### src/rtl/fp_to_int_pipelined.sv
// fp_to_int_pipelined: 3-stage float -> int32 converter (unpack, align, round).
// Define FP2INT_ROUND_NEAREST_EN for round-to-nearest-even, else truncate.

package float_types_pkg;

  typedef struct packed {
    logic        sign;
    logic [7:0]  exp;
    logic [22:0] mant;
  } float_point_num;

  typedef struct packed {
    logic        sign;
    logic [23:0] sig;
    logic [8:0]  e;
    logic        zero;
    logic        nan;
    logic        sat;
    logic        min_int;
    logic        mant_nz;
  } f2i_s1_t;

  typedef struct packed {
    logic        sign;
    logic [31:0] mag;
    logic        g;
    logic        r;
    logic        s;
    logic        nan;
    logic        sat;
    logic        min_int;
  } f2i_s2_t;

endpackage

module fp_to_int_pipelined
  import float_types_pkg::*;
(
  input  logic                  clk_i,
  input  logic                  rst_i,
  input  float_point_num        a_i,
  input  logic                  vld_i,
  output logic signed [31:0]    int_o,
  output logic                  vld_o,
  output logic [1:0]            num_status_o
);

  f2i_s1_t s1_d, s1_q;
  f2i_s2_t s2_d, s2_q;
  logic    s1_vld, s2_vld;

  logic [31:0] int_d;
  logic [1:0]  st_d;

  // Stage 1: unpack and classify
  always_comb begin
    s1_d         = '0;
    s1_d.sign    = a_i.sign;
    s1_d.zero    = (a_i.exp == 8'd0);
    s1_d.sig     = s1_d.zero ? 24'd0 : {1'b1, a_i.mant};
    s1_d.e       = {1'b0, a_i.exp} - 9'd127;
    s1_d.mant_nz = |a_i.mant;
    s1_d.nan     = (&a_i.exp) && (|a_i.mant);
    s1_d.sat     = ((&a_i.exp) && !(|a_i.mant)) ||
                   ($signed(s1_d.e) >= 9'sd31);
    s1_d.min_int = a_i.sign && (a_i.exp == 8'd158) &&
                   !(|a_i.mant);
  end

  // Stage 2: align
  logic signed [8:0] e_s;
  logic [2:0]        lsh;
  logic [4:0]        rsh;
  logic [47:0]       wide;

  assign e_s  = s1_q.e;
  assign lsh  = s1_q.e[2:0] - 3'd7;
  assign rsh  = 5'd23 - s1_q.e[4:0];
  assign wide = {s1_q.sig, 24'd0} >> rsh;

  always_comb begin
    s2_d         = '0;
    s2_d.sign    = s1_q.sign;
    s2_d.nan     = s1_q.nan;
    s2_d.sat     = s1_q.sat;
    s2_d.min_int = s1_q.min_int;
    unique case (1'b1)
      s1_q.zero: begin
        s2_d.s = s1_q.mant_nz;
      end
      (e_s >= 9'sd23 && e_s <= 9'sd30): begin
        s2_d.mag = {8'd0, s1_q.sig} << lsh;
      end
      (e_s >= 9'sd0 && e_s <= 9'sd22): begin
        s2_d.mag = {8'd0, wide[47:24]};
        s2_d.g   = wide[23];
        s2_d.r   = wide[22];
        s2_d.s   = |wide[21:0];
      end
      (e_s == -9'sd1): begin
        s2_d.g = 1'b1;
        s2_d.s = s1_q.mant_nz;
      end
      default: begin
        s2_d.s = 1'b1;
      end
    endcase
  end

  // Stage 3: round, sign, saturate
  logic [32:0] mag_r;
  logic        inexact;
  logic        ovf;
  logic [31:0] res;

`ifdef FP2INT_ROUND_NEAREST_EN
  logic inc;
  assign inc   = s2_q.g & (s2_q.r | s2_q.s | s2_q.mag[0]);
  assign mag_r = {1'b0, s2_q.mag} + {32'd0, inc};
`else
  assign mag_r = {1'b0, s2_q.mag};
`endif

  assign inexact = s2_q.g | s2_q.r | s2_q.s;
  assign ovf     = s2_q.sign ? (mag_r > 33'h0_8000_0000)
                             : (mag_r > 33'h0_7FFF_FFFF);
  assign res     = s2_q.sign ? (32'd0 - mag_r[31:0])
                             : mag_r[31:0];

  always_comb begin
    int_d = res;
    st_d  = {1'b0, inexact};
    if (s2_q.nan) begin
      int_d = 32'h0000_0000;
      st_d  = 2'b11;
    end else if (s2_q.min_int) begin
      int_d = 32'h8000_0000;
      st_d  = 2'b00;
    end else if (s2_q.sat || ovf) begin
      int_d = s2_q.sign ? 32'h8000_0000 : 32'h7FFF_FFFF;
      st_d  = 2'b10;
    end
  end

  always_ff @(posedge clk_i or negedge rst_i) begin
    if (!rst_i) begin
      s1_vld       <= 1'b0;
      s2_vld       <= 1'b0;
      s1_q         <= '0;
      s2_q         <= '0;
      vld_o        <= 1'b0;
      int_o        <= '0;
      num_status_o <= 2'b00;
    end else begin
      s1_vld       <= vld_i;
      s1_q         <= s1_d;
      s2_vld       <= s1_vld;
      s2_q         <= s2_d;
      vld_o        <= s2_vld;
      int_o        <= int_d;
      num_status_o <= st_d;
    end
  end

endmodule
### config.mk
export PLATFORM = sky130hd
export DESIGN_NAME = fp_to_int_pipelined
export DESIGN_NICKNAME = d
export VERILOG_FILES = /design/src/rtl/fp_to_int_pipelined.sv
export SDC_FILE = /design/constraint.sdc
export NUM_CORES = 1
export LEC_CHECK = 0
export BUFFER_PORTS_ARGS = -buffer_cell sky130_fd_sc_hd__buf_2
export CAP_MARGIN = 20
export CORE_UTILIZATION = 50
export CTS_BUF_LIST = sky130_fd_sc_hd__clkbuf_16
export CTS_CLUSTER_DIAMETER = 40
export DETAILED_ROUTE_END_ITERATION = 8
export GPL_TIMING_DRIVEN = 0
export PLACE_DENSITY_LB_ADDON = 0.12
export SYNTH_ARGS = -nofsm -noshare
export SYNTH_HDL_FRONTEND = slang
export SYNTH_SLANG_ARGS = --single-unit
### constraint.sdc
create_clock -name clk_i -period 6.6 [get_ports clk_i]
set_clock_uncertainty 0.15 [all_clocks]
set_input_delay 0.66 -clock clk_i [delete_from_list [all_inputs] [get_ports clk_i]]
set_output_delay 0.66 -clock clk_i [all_outputs]
set_load 0.005 [all_outputs]
==> reports/qor.txt <==
CTS clk-pin slew, worst paths: 60 ps
Outcome: finished, final reports clean
CP max FO: 10
Worst slew margin: 48.3%
Die X: 119 um
CP startpoint kind: flop
Main synth FF type: dfrtp_1
Sw frac: 29.2%
Pint: 1.61 mW
Dpl cells: 891
Synth unique cells: 56
Global-route wire length before repair: 30000 um
Routed WL: 18700 um
# IOs: 70
LEAKAGE: 3.58 nW
Effective utilization at floorplan: 51.5%
Post-Syn Area: 6850 um2
RSZ-0062 raised after global routing: no
FF+latch area: 2850 um2
Slowest CP cell: buf_1
Grt ovf: 0
Hold Crit Class: input port to asynchronous set/reset pin
Vias in the first global route: 5535
R2R depth: 12
Worst R2R Setup Slack: 2380 ps
Initial antenna violation count: 0
Final setup fails: 0
DIE AREA: 14200 um2
Standard-cell row count: 42
R2r endpoint: mag_r[6]
Root buf cell: clkbuf_16
Synth area leader: dfrtp_1
Multi-input logic area: 3760 um2
Final ANT Viol Nets: 0
N_diodes: 0
H-tree Lvls: 4
Starting DRC count in detailed routing: 449
DRT Pass-1 Iters: 5
CTS sink count: 114
Vias per inst: 6.05
Final-stage net count: 777
Number of fill cells: 1106
DP Area: 7440 um2
Critical setup path kind: flop to flop
Postcts setup bufs: 0
Register area share after synthesis: 41.7%
Setup TNS: 0 ps
Reg-to-reg critical path startpoint: e_s[1]
EDFF count, synth: 0
CP endpoint kind: flop
Crit path DAT: 4330 ps
CP required: 6710 ps
Delay-heaviest family, CP: buffers and inverters
DRC viols: 0
Slowest cell delay on critical path: 540 ps
Post-route insts no fill: 923
Synth Register Bits: 114
Max_cap viols: 0
Die Y: 119 um
Core Region: 13300 um2
Final Power: 2.28 mW
Register share of total power: 34.4%
RD Place Congestion: 0.970
Fin crit period: 4220 ps
Post_cts resized: 0
Clock power frac: 41.8%
Layout cells sized above 1: 22.2%
CTS Buf Count: 17
F_max: 0.237 GHz
Area delta synth->final: 17.7%
Post-synth ARST share: 100%
Mapped Cells: 645
Final Cycle Share: 64.0%
Slew @ Worst Pin: 772 ps
CTS tree: yes
Total number of vias: 5585
Final instance area: 8060 um2
Post-Syn Nets: 688
Sw power: 0.665 mW
Post-synth top area share: 41.7%
Area contributors post-synth: dfrtp_1 42%, mux4_2 11%, mux2i_1 6.3%
Routed wire per std cell: 20.3 um
GRT Util Overall: 28.3%
Maximum clock insertion buffer count: 2
VDD IR max: 150 uV
Pin count of the biggest net entering global routing: 67
Placed wire-length estimate: 14500 um
WP buf/inv: 6
# hold bufs at CTS: 0
Worst-Skew Late Latency: 420 ps
Critical path, cell by cell: buf_2, buf_1, inv_1, ha_1, clkbuf_1, buf_1, clkbuf_1, nor2_1, a22oi_1, nor2_1, a21oi_1, o22ai_1
Gate power share: 23.8%
Final Hold Fails: 0
Slew Limit Fails: 0
Power Dens Cells: 283 nW/um2
YS warnings: 0
Port Buffers: 69
Synth Area per Inst: 10.6 um2
## sequential cells by signal, summed over array words and instances, names as in the netlist
signal and cells:
int_o 32, mag_r 31, s1_q 30, e_s 9
s2_q 7, num_status_o 2, s1_vld 1, s2_vld 1
vld_o 1
## worst register-to-register path: cells and delay by family (launching register included)
| family | cells | cell delay, ps |
|---|---|---|
| adders and majority gates | 1 | 380 |
| buffers and inverters | 6 | 2230 |
| AOI/OAI and AO/OA | 3 | 730 |
| DFF | 1 | 420 |
| and+or+nand+nor | 2 | 150 |
## per-stage QoR
stage | hold slack, ps | setup slack [ps] | utilization [%]
after floorplan | 181 | 3400 | -
after global placement | 182 | 2500 | 55.8
after detailed placement | 185 | 2490 | 56.0
after CTS | 116 | 2480 | 60.6
after global routing | 150 | 2180 | 60.6
final | 109 | 2380 | 60.6
## cell type report
class | count | share of cell area, %
inverter | 14 | 0.652
buffer | 44 | 2.28
tap | 176 | 2.73
sequential | 114 | 35.4
multi-input combinational | 473 | 46.7
clock inverter | 15 | 2.34
timing repair buffer | 70 | 4.66
clock buffer | 17 | 5.28
## placed cells by master (no fill, tap or decap), drive strengths merged, types with 10 or more instances in the layout
cell and instances:
a21oi 21, dfrtp 114, clkbuf 44, o21a 33
o21ai 23, and2 25, buf 87, inv 17
nor3 10, mux4 34, mux2i 43, nor2 39
mux2 17, o22ai 19, xnor2 25, xor2 12
nand2 49, nand3 20
## how the worst max path moves through the flow
| stage | startpoint | to | slack, ps | cells past startpoint |
|---|---|---|---|---|
| floorplan | e_s[1] | mag_r[23] | 3400 | 11 |
| global placement | e_s[1] | mag_r[6] | 2500 | 12 |
| detailed placement | e_s[1] | mag_r[6] | 2490 | 12 |
| CTS | e_s[1] | mag_r[6] | 2480 | 12 |
| global route | e_s[1] | mag_r[6] | 2180 | 12 |
| finish | e_s[1] | mag_r[6] | 2380 | 12 |
## metal layers
metal	GRT usage, %	vias to the layer above	share of wire [%]	wire length, um
met5	0	-	0	0
met4	17.8	0	6.0	1130
met3	5.89	72	5.7	1080
met2	46.8	281	49	9190
met1	33.7	2676	39	7340
li1	-	2556	-	-
## cells in the mapped netlist, types with 2 or more instances
| library cell | number |
|---|---|
| o21ai_0 | 21 |
| nand3_1 | 20 |
| and2_1 | 25 |
| buf_4 | 2 |
| and3_1 | 2 |
| o31ai_1 | 4 |
| o31a_1 | 2 |
| a211oi_1 | 6 |
| or3_1 | 4 |
| nor2b_1 | 9 |
| nand2b_1 | 6 |
| ha_1 | 8 |
| clkbuf_1 | 27 |
| and4_1 | 2 |
| or4_1 | 2 |
| nand2_1 | 49 |
| dfrtp_1 | 114 |
| mux2i_1 | 43 |
| nand4_1 | 9 |
| nor2_1 | 39 |
| a31oi_1 | 7 |
| mux4_2 | 34 |
| xor2_1 | 12 |
| nor3_1 | 10 |
| o22ai_1 | 19 |
| o211ai_1 | 2 |
| a22oi_1 | 2 |
| a21oi_1 | 21 |
| a22o_1 | 2 |
| o32ai_1 | 2 |
| o41ai_1 | 5 |
| o21a_1 | 33 |
| mux2_2 | 17 |
| o221ai_1 | 2 |
| buf_2 | 9 |
| a21o_1 | 2 |
| o22a_1 | 4 |
| buf_1 | 6 |
| xnor2_1 | 25 |
| nor4_1 | 8 |
| o21ai_1 | 2 |
| inv_1 | 13 |
## logic make-up after synthesis
kind of cell	count (synthesis)	share of synthesized area (%)
simple gates	192	14.4
compound gates	142	14.1
flops	114	41.7
mux	94	20.3
buf+inv	58	3.45
xor+xnor	37	4.73
fa+ha+maj	8	1.46
## power groups by stage
stage | clock network [mW] | logic (mW) | registers [mW]
final | 0.953 | 0.542 | 0.783
after detailed placement | 0 | 0.531 | 0.795
after global placement | 0 | 0.530 | 0.793
after floorplan | 0 | 0.361 | 0.790
after global routing | 1.01 | 0.585 | 0.788
after CTS | 0.971 | 0.536 | 0.783
(Power assumes the default switching activity.)
